`src/rtl/fetch_sequencer.sv`:
```
// Instruction fetch sequencer: walks the PC through memory reads and hands words to the decoder.
// Optional WAIT watchdog enabled by defining FETCH_TIMEOUT_EN.
module fetch_sequencer #(
    parameter int ADDR_W      = 16,
    parameter int DATA_W      = 16,
    parameter int TIMEOUT_CYC = 255
) (
    input  logic              clk,
    input  logic              reset,
    input  logic              start,
    input  logic              halt_req,
    input  logic              soft_clr,
    input  logic [ADDR_W-1:0] pc_value,
    output logic              pc_inc,
    output logic              pc_load,
    output logic              pc_clear,
    output logic [ADDR_W-1:0] pc_load_val,
    output logic              mem_rd_en,
    output logic [ADDR_W-1:0] mem_addr,
    input  logic              mem_rd_valid,
    input  logic [DATA_W-1:0] mem_rdata,
    output logic [DATA_W-1:0] instr,
    output logic              instr_valid,
    input  logic              instr_ready,
    input  logic              jmp_req,
    input  logic [ADDR_W-1:0] jmp_addr,
    output logic              busy,
    output logic              fetch_err
);
    // state | meaning
    // IDLE  | after reset, waiting for start
    // ADDR  | read strobe out, mem_addr holds the PC
    // WAIT  | waiting for mem_rd_valid
    // HOLD  | instr_valid high until instr_ready
    // HALT  | stopped by halt_req or watchdog, waiting for start
    typedef enum logic [2:0] {
        S_IDLE,
        S_ADDR,
        S_WAIT,
        S_HOLD,
        S_HALT
    } state_t;

    state_t            state;
    logic [ADDR_W-1:0] next_pc;

    if (TIMEOUT_CYC < 1) begin : g_bad_timeout
        $error("fetch_sequencer: TIMEOUT_CYC must be at least 1");
    end

    // PC controls land one edge after they are issued, so the read address forwards them
    always_comb begin
        next_pc = pc_value;
        if (pc_clear)
            next_pc = '0;
        else if (pc_load)
            next_pc = pc_load_val;
        else if (pc_inc)
            next_pc = pc_value + ADDR_W'(1);
    end

`ifdef FETCH_TIMEOUT_EN
    localparam int TO_W = $clog2(TIMEOUT_CYC + 1);
    logic [TO_W-1:0] to_cnt;
`else
    assign fetch_err = 1'b0;
`endif

    always_ff @(posedge clk or posedge reset) begin
        if (reset) begin
            state       <= S_IDLE;
            pc_inc      <= 1'b0;
            pc_load     <= 1'b0;
            pc_clear    <= 1'b0;
            pc_load_val <= '0;
            mem_rd_en   <= 1'b0;
            mem_addr    <= '0;
            instr       <= '0;
            instr_valid <= 1'b0;
            busy        <= 1'b0;
`ifdef FETCH_TIMEOUT_EN
            to_cnt      <= '0;
            fetch_err   <= 1'b0;
`endif
        end else begin
            pc_inc    <= 1'b0;
            pc_load   <= 1'b0;
            pc_clear  <= 1'b0;
            mem_rd_en <= 1'b0;
            case (state)
                S_IDLE, S_HALT: begin
                    if (start) begin
                        state     <= S_ADDR;
                        mem_rd_en <= 1'b1;
                        mem_addr  <= next_pc;
                        busy      <= 1'b1;
                    end else if (soft_clr) begin
                        pc_clear <= 1'b1;
                    end
                end
                S_ADDR: begin
                    state <= S_WAIT;
`ifdef FETCH_TIMEOUT_EN
                    to_cnt <= TO_W'(TIMEOUT_CYC - 1);
`endif
                end
                S_WAIT: begin
                    if (mem_rd_valid) begin
                        state       <= S_HOLD;
                        instr       <= mem_rdata;
                        instr_valid <= 1'b1;
                        pc_inc      <= 1'b1;
                    end
`ifdef FETCH_TIMEOUT_EN
                    else if (to_cnt == '0) begin
                        state     <= S_HALT;
                        busy      <= 1'b0;
                        fetch_err <= 1'b1;
                    end else begin
                        to_cnt <= to_cnt - TO_W'(1);
                    end
`endif
                end
                S_HOLD: begin
                    if (instr_ready) begin
                        instr_valid <= 1'b0;
                        if (jmp_req) begin
                            pc_load     <= 1'b1;
                            pc_load_val <= jmp_addr;
                        end
                        if (halt_req) begin
                            state <= S_HALT;
                            busy  <= 1'b0;
                        end else begin
                            state     <= S_ADDR;
                            mem_rd_en <= 1'b1;
                            mem_addr  <= jmp_req ? jmp_addr : next_pc;
                        end
                    end
                end
                default: begin
                    state <= S_IDLE;
                    busy  <= 1'b0;
                end
            endcase
        end
    end
endmodule

```
`config.mk`:
```
export PLATFORM = sky130hd
export DESIGN_NAME = fetch_sequencer
export DESIGN_NICKNAME = d
export VERILOG_FILES = /design/src/rtl/fetch_sequencer.sv
export SDC_FILE = /design/constraint.sdc
export NUM_CORES = 1
export LEC_CHECK = 0
export CORE_ASPECT_RATIO = 0.8
export CORE_MARGIN = 5
export CORE_UTILIZATION = 31
export DETAILED_ROUTE_END_ITERATION = 8
export HOLD_SLACK_MARGIN = 0.03
export PLACE_DENSITY = 0.65
export SETUP_SLACK_MARGIN = 0.1
export SLEW_MARGIN = 10
export SYNTH_ARGS = -nofsm -noshare
export SYNTH_HDL_FRONTEND = slang
export SYNTH_SLANG_ARGS = --single-unit
```
`constraint.sdc`:
```
create_clock -name clk -period 2.5 [get_ports clk]
set_input_delay 0.5 -clock clk [delete_from_list [all_inputs] [get_ports clk]]
set_output_delay 0.5 -clock clk [all_outputs]
set_load 0.02 [all_outputs]
```
; Yosys cells after proc, flatten, opt, wreduce, memory -nomap -nowiden
; Cells that the tools add are included.
[totals]
n_memories = 0
input_bits = 56
rom_bits = 0
ramBits = 0
out_inout_bits = 55
latchBits = 0
reg_bits = 57
[op_classes]
shifts = 0
add_sub_neg = 1
n_eq_ne = 9
n_div = 0
bitwise = 1
reduce_logical = 11
n_mul = 0
n_mux = 32
n_lt_le_gt_ge = 0
[op_table]
columns = op, count
row1 = $mux W16, 7
row2 = $pmux W16 S2, 1
row3 = $add A16 B1 Y16 const B, 1
row4 = $mux W1, 16
row5 = $mux W3, 4
row6 = $pmux W3 S4, 1
row7 = $ne A2 B2 Y1 const B, 5
row8 = $reduce_and A3 Y1, 3
row9 = $reduce_and A4 Y1, 2
row10 = $eq A3 B2 Y1 const B, 2
row11 = $pmux W1 S2, 2
row12 = $reduce_bool A2 Y1, 2
row13 = $reduce_or A2 Y1, 2
row14 = $eq A3 B1 Y1 const B, 1
row15 = $eq A3 B3 Y1 const B, 1
row16 = $logic_not A3 Y1, 1
row17 = $pmux W1 S3, 1
row18 = $reduce_and A2 Y1, 1
row19 = $not A1 Y1, 1

; Logic depth before layout (Yosys ltp)
[depth]
ltp_word = 8
depth_mapped = 8

; Least setup slack after synthesis
; OpenSTA, ideal clock, no wires.
[synth_path]
path_kind = register -> register
start = reg pc_inc
end = reg mem_addr[11]
arrival_time_ns = 1.640
slack_ns = 0.734
synth_period_minus_slack_ns = 1.766
setup_ns = 0.126
stages_incl_launch_ff = 6
cell_sequence = dfrtp_1 > and4_4 > nand2_1 > or4_1 > a32oi_1 > a21oi_1
[synth_between]
elab_chain_cells = 7
elab_cells_between_ends = 8
classes_between = mux: 8
[synth_lines]
columns = element, line
row1 = "start, declared", 14  ; output logic pc_inc,
row2 = "start signal, assigned", 72  ; pc_inc <= 1'b0;
row3 = "start signal, assigned", 86  ; pc_inc <= 1'b0;
row4 = "start signal, assigned", 112  ; pc_inc <= 1'b1;
row5 = $mux W16 (*), 58  ; else if (pc_inc)
row6 = $mux W16 (*), 56  ; else if (pc_load)
row7 = $mux W16 (*), 54  ; if (pc_clear)
row8 = $mux W16, 137  ; mem_addr <= jmp_req ? jmp_addr : next_pc;
row9 = $mux W16, 131  ; if (halt_req) begin
row10 = $mux W16, 125  ; if (instr_ready) begin
row11 = $pmux W16 S2 (*), 90  ; case (state)
row12 = "end signal, assigned", 95  ; mem_addr <= next_pc;
row13 = "end signal, assigned", 137
row14 = "end, declared", 19  ; output logic [ADDR_W-1:0] mem_addr,
; Mark *: on every way between the ends. The rest lies on a longest branch, timed or not. The select of a mux whose other input is x is not followed.
; A chain may end at the register's enable or synchronous reset.

; Final worst setup path
[layout_path]
start = reg pc_load
end = out pc_load
[layout_rtl]
columns = element, line
row1 = "start, declared", 15  ; output logic pc_load,
row2 = "start signal, assigned", 73  ; pc_load <= 1'b0;
row3 = "start signal, assigned", 87  ; pc_load <= 1'b0;
row4 = "start signal, assigned", 128  ; pc_load <= 1'b1;
; No word-level cell between the ends.

==> flow_metrics.env <==
export IMPL_layout_drive_gt1_share_pct=15.6
export IMPL_period_share_pct=85.6
export IMPL_hold_viol_final=0
export IMPL_grtUsageTotal_pct=15.7
export IMPL_clkSlewWorstSetupHoldPaths_ps=50
export IMPL_postSynth_asyncResetShare_pct=100
export IMPL_cts_resized=0
export IMPL_wirelength_mm=8.57
export IMPL_clock_skew_ps=6.37
export IMPL_hold_buffers=0
export IMPL_drv_slew=0
export IMPL_cts_tree="done"
export IMPL_start_util_pct=31.6
export IMPL_grt_pass1_wl_mm=14.0
export IMPL_n_fill_cell=875
export IMPL_period_needed_ps=2140
export IMPL_ys_ff_latch=57
export IMPL_leakage_nw=1.76
export IMPL_path_depth=1
export IMPL_endpoint="pc_load"
export IMPL_cp_buffers_inverters=1
export IMPL_status="finished, final reports clean"
export IMPL_die_w_um=117
export IMPL_reg2reg_to="mem_addr[8]"
export IMPL_setup_viol=0
export IMPL_antenna_found_initial=0
export IMPL_ys_warn_count=0
export IMPL_final_net_count=455
export IMPL_grt_busiest_layer="met2"
export IMPL_root_buffer="clkbuf_16"
export IMPL_seq_area_frac_synth_pct=49.9
export IMPL_final_seq_area_um2=1430
export IMPL_grt_max_degree=58
export IMPL_die_area_um2=11300
export IMPL_cts_setup_buffers=0
export IMPL_cp_required_ps=2000
export IMPL_gr_usage_met1_pct=18.8
export IMPL_timing_rr_start="state[0]"
export IMPL_most_common_layout_cells="clkdlybuf4s50_1, dfrtp_1, nand2_1"
export IMPL_synth_net_count=338
export IMPL_critPathLaunch="pc_load"
export IMPL_fin_tns_setup_ps=0
export IMPL_gp_congestion=0.865
export IMPL_coreArea_um2=9040
export IMPL_maxCapViolCount=0
export IMPL_cts_max_path_buffers=2
export IMPL_dp_hpwl_mm=6.43
export IMPL_clk_latency_ps=330
export IMPL_cp_slowest_cell="clkdlybuf4s50_1"
export IMPL_first_pass_iters=4
export IMPL_slowest_delay_ps=700
export IMPL_reg2reg_slack_ps=640
export IMPL_synth_ff_type="dfrtp_1"
export IMPL_cp_start_kind="flop"
export IMPL_num_antenna_cells=0
export IMPL_grt_overflow=0
export IMPL_row_count=31
export IMPL_p_per_area_nw_per_um2=1240
export IMPL_syn_area_per_cell_um2=10.2
export IMPL_cp_cell_sequence="clkdlybuf4s50_1"
export IMPL_r2r_cells=6
export IMPL_grtUsageMet2_pct=24.7
export IMPL_path_max_fanout=13
export IMPL_drc=0
export IMPL_drtAntennaViolNets=0
export IMPL_dieHeight_um=95.9
export IMPL_vias=2569
export IMPL_power_mw=5.45
export IMPL_hold_class="reg2reg"
export IMPL_cts_buffers=9
export IMPL_rsz0062_at_grt="false"
export IMPL_multiInputGateArea_um2=1320
export IMPL_ios=111
export IMPL_area_growth_pct=53.9
export IMPL_slew_headroom_pct=61.0
export IMPL_htreeDepth=3
export IMPL_max_freq_ghz=0.467
export IMPL_netlist_area_um2=2860
export IMPL_final_common_cell="clkdlybuf4s50_1"
export IMPL_syn_inst=281
export IMPL_cts_sinks=57
export IMPL_tightestPinTransition_ps=584
export IMPL_crit_arrival_ps=1640
export IMPL_path_delay_family="buffers and inverters"
export IMPL_endpoint_kind="output port"
export IMPL_wire_per_inst_um=16.5
export IMPL_ys_types=52
export IMPL_path_class="reg2out"
export IMPL_dr_first_iter_drc_count=117
export IMPL_vdd_drop_max_uv=637
export IMPL_grt_pass1_vias=2681
export IMPL_io_buffers=109
export IMPL_viasPerCell=4.96
export IMPL_synth_edf_count=0
export IMPL_met3_usage_pct=7.93
[power breakdown]
part           internal [mW]  switching [mW]  total, mW
Combinational           1.33            1.31       2.63
Sequential              1.38           0.338       1.72
Clock                  0.666           0.435       1.10
Total                   3.37            2.08       5.45
[metal layers]
layer | wire length (um) | part of all wire, % | vias to the layer above
li1 | - | - | 1238
met1 | 3620 | 42 | 1229
met2 | 4050 | 47 | 92
met3 | 797 | 9.3 | 10
met4 | 102 | 1.2 | 0
met5 | 0 | 0 | -
[how the worst min path moves through the flow]
stage / cells after the start / slack [ps] / to / start
floorplan: 2 / 520 / pc_clear / state[1]
global placement: 1 / 490 / instr[5] / instr[5]
detailed placement: 1 / 500 / instr[13] / instr[13]
CTS: 1 / 510 / instr[13] / instr[13]
global route: 1 / 530 / instr[11] / instr[11]
finish: 1 / 510 / instr[13] / instr[13]
[cell families (layout without fill, tap and decap cells)]
kind of cell    count (synthesis)  in the layout  share of synthesized area [%]
xor+xnor                       11             11                           3.37
mux                            29             29                           11.4
flops                          57             57                           49.9
compound gates                 67             67                           15.1
buf+inv                        25            147                           4.33
other cells                     1              1                          0.131
fa+ha+maj                       1              1                          0.437
simple gates                   90             90                           15.4
[sequential cells by signal, indices dropped and copies added, names as in the netlist]
signal / count
busy: 1
pc_clear: 1
instr: 16
instr_valid: 1
state: 3
mem_addr: 16
pc_load: 1
mem_rd_en: 1
pc_inc: 1
pc_load_val: 16
[area by class of cell]
| type | instances | area share [%] |
|---|---|---|
| Clock buffer | 11 | 5.29 |
| Clock inverter | 5 | 0.739 |
| Inverter | 9 | 0.767 |
| Multi-Input combinational cell | 199 | 30.0 |
| Sequential cell | 57 | 32.4 |
| Tap cell | 115 | 3.27 |
| Timing Repair Buffer | 122 | 27.6 |
[per-stage QoR]
step / std cells / instance area (um2) / hold slack (ps) / utilization (%) / setup slack, ps
final: 518 / 4400 / 506 / 48.7 / 360
after global routing: 518 / 4400 / 532 / 48.7 / 281
after CTS: 518 / 4400 / 511 / 48.7 / 315
after detailed placement: 502 / 4140 / 499 / 45.8 / 112
after global placement: 502 / 4140 / 490 / 45.8 / 173
after floorplan: 281 / 2860 / 522 / - / 600
[Yosys cell counts (2+ instances only)]
library cell	number	area, um2
nor2b_1	5	31.3
a31oi_1	10	62.6
a22oi_1	4	30.0
inv_1	8	30.0
nand3_1	3	15.0
nand4_1	4	25.0
and4_1	2	17.5
buf_2	6	30.0
a21oi_1	14	70.1
nor2_1	21	78.8
mux2_2	28	315
buf_6	2	22.5
and3_1	3	18.8
nor3_1	4	20.0
xor2_1	3	26.3
nand2b_1	2	12.5
xnor2_1	8	70.1
o211ai_1	2	15.0
dfrtp_1	57	1430
buf_4	2	15.0
a211oi_1	2	15.0
clkbuf_1	6	22.5
and2b_1	2	15.0
a221oi_2	2	30.0
nand2_1	34	128
o21ai_0	21	105
Note: power is estimated with default switching activity, not from simulation.
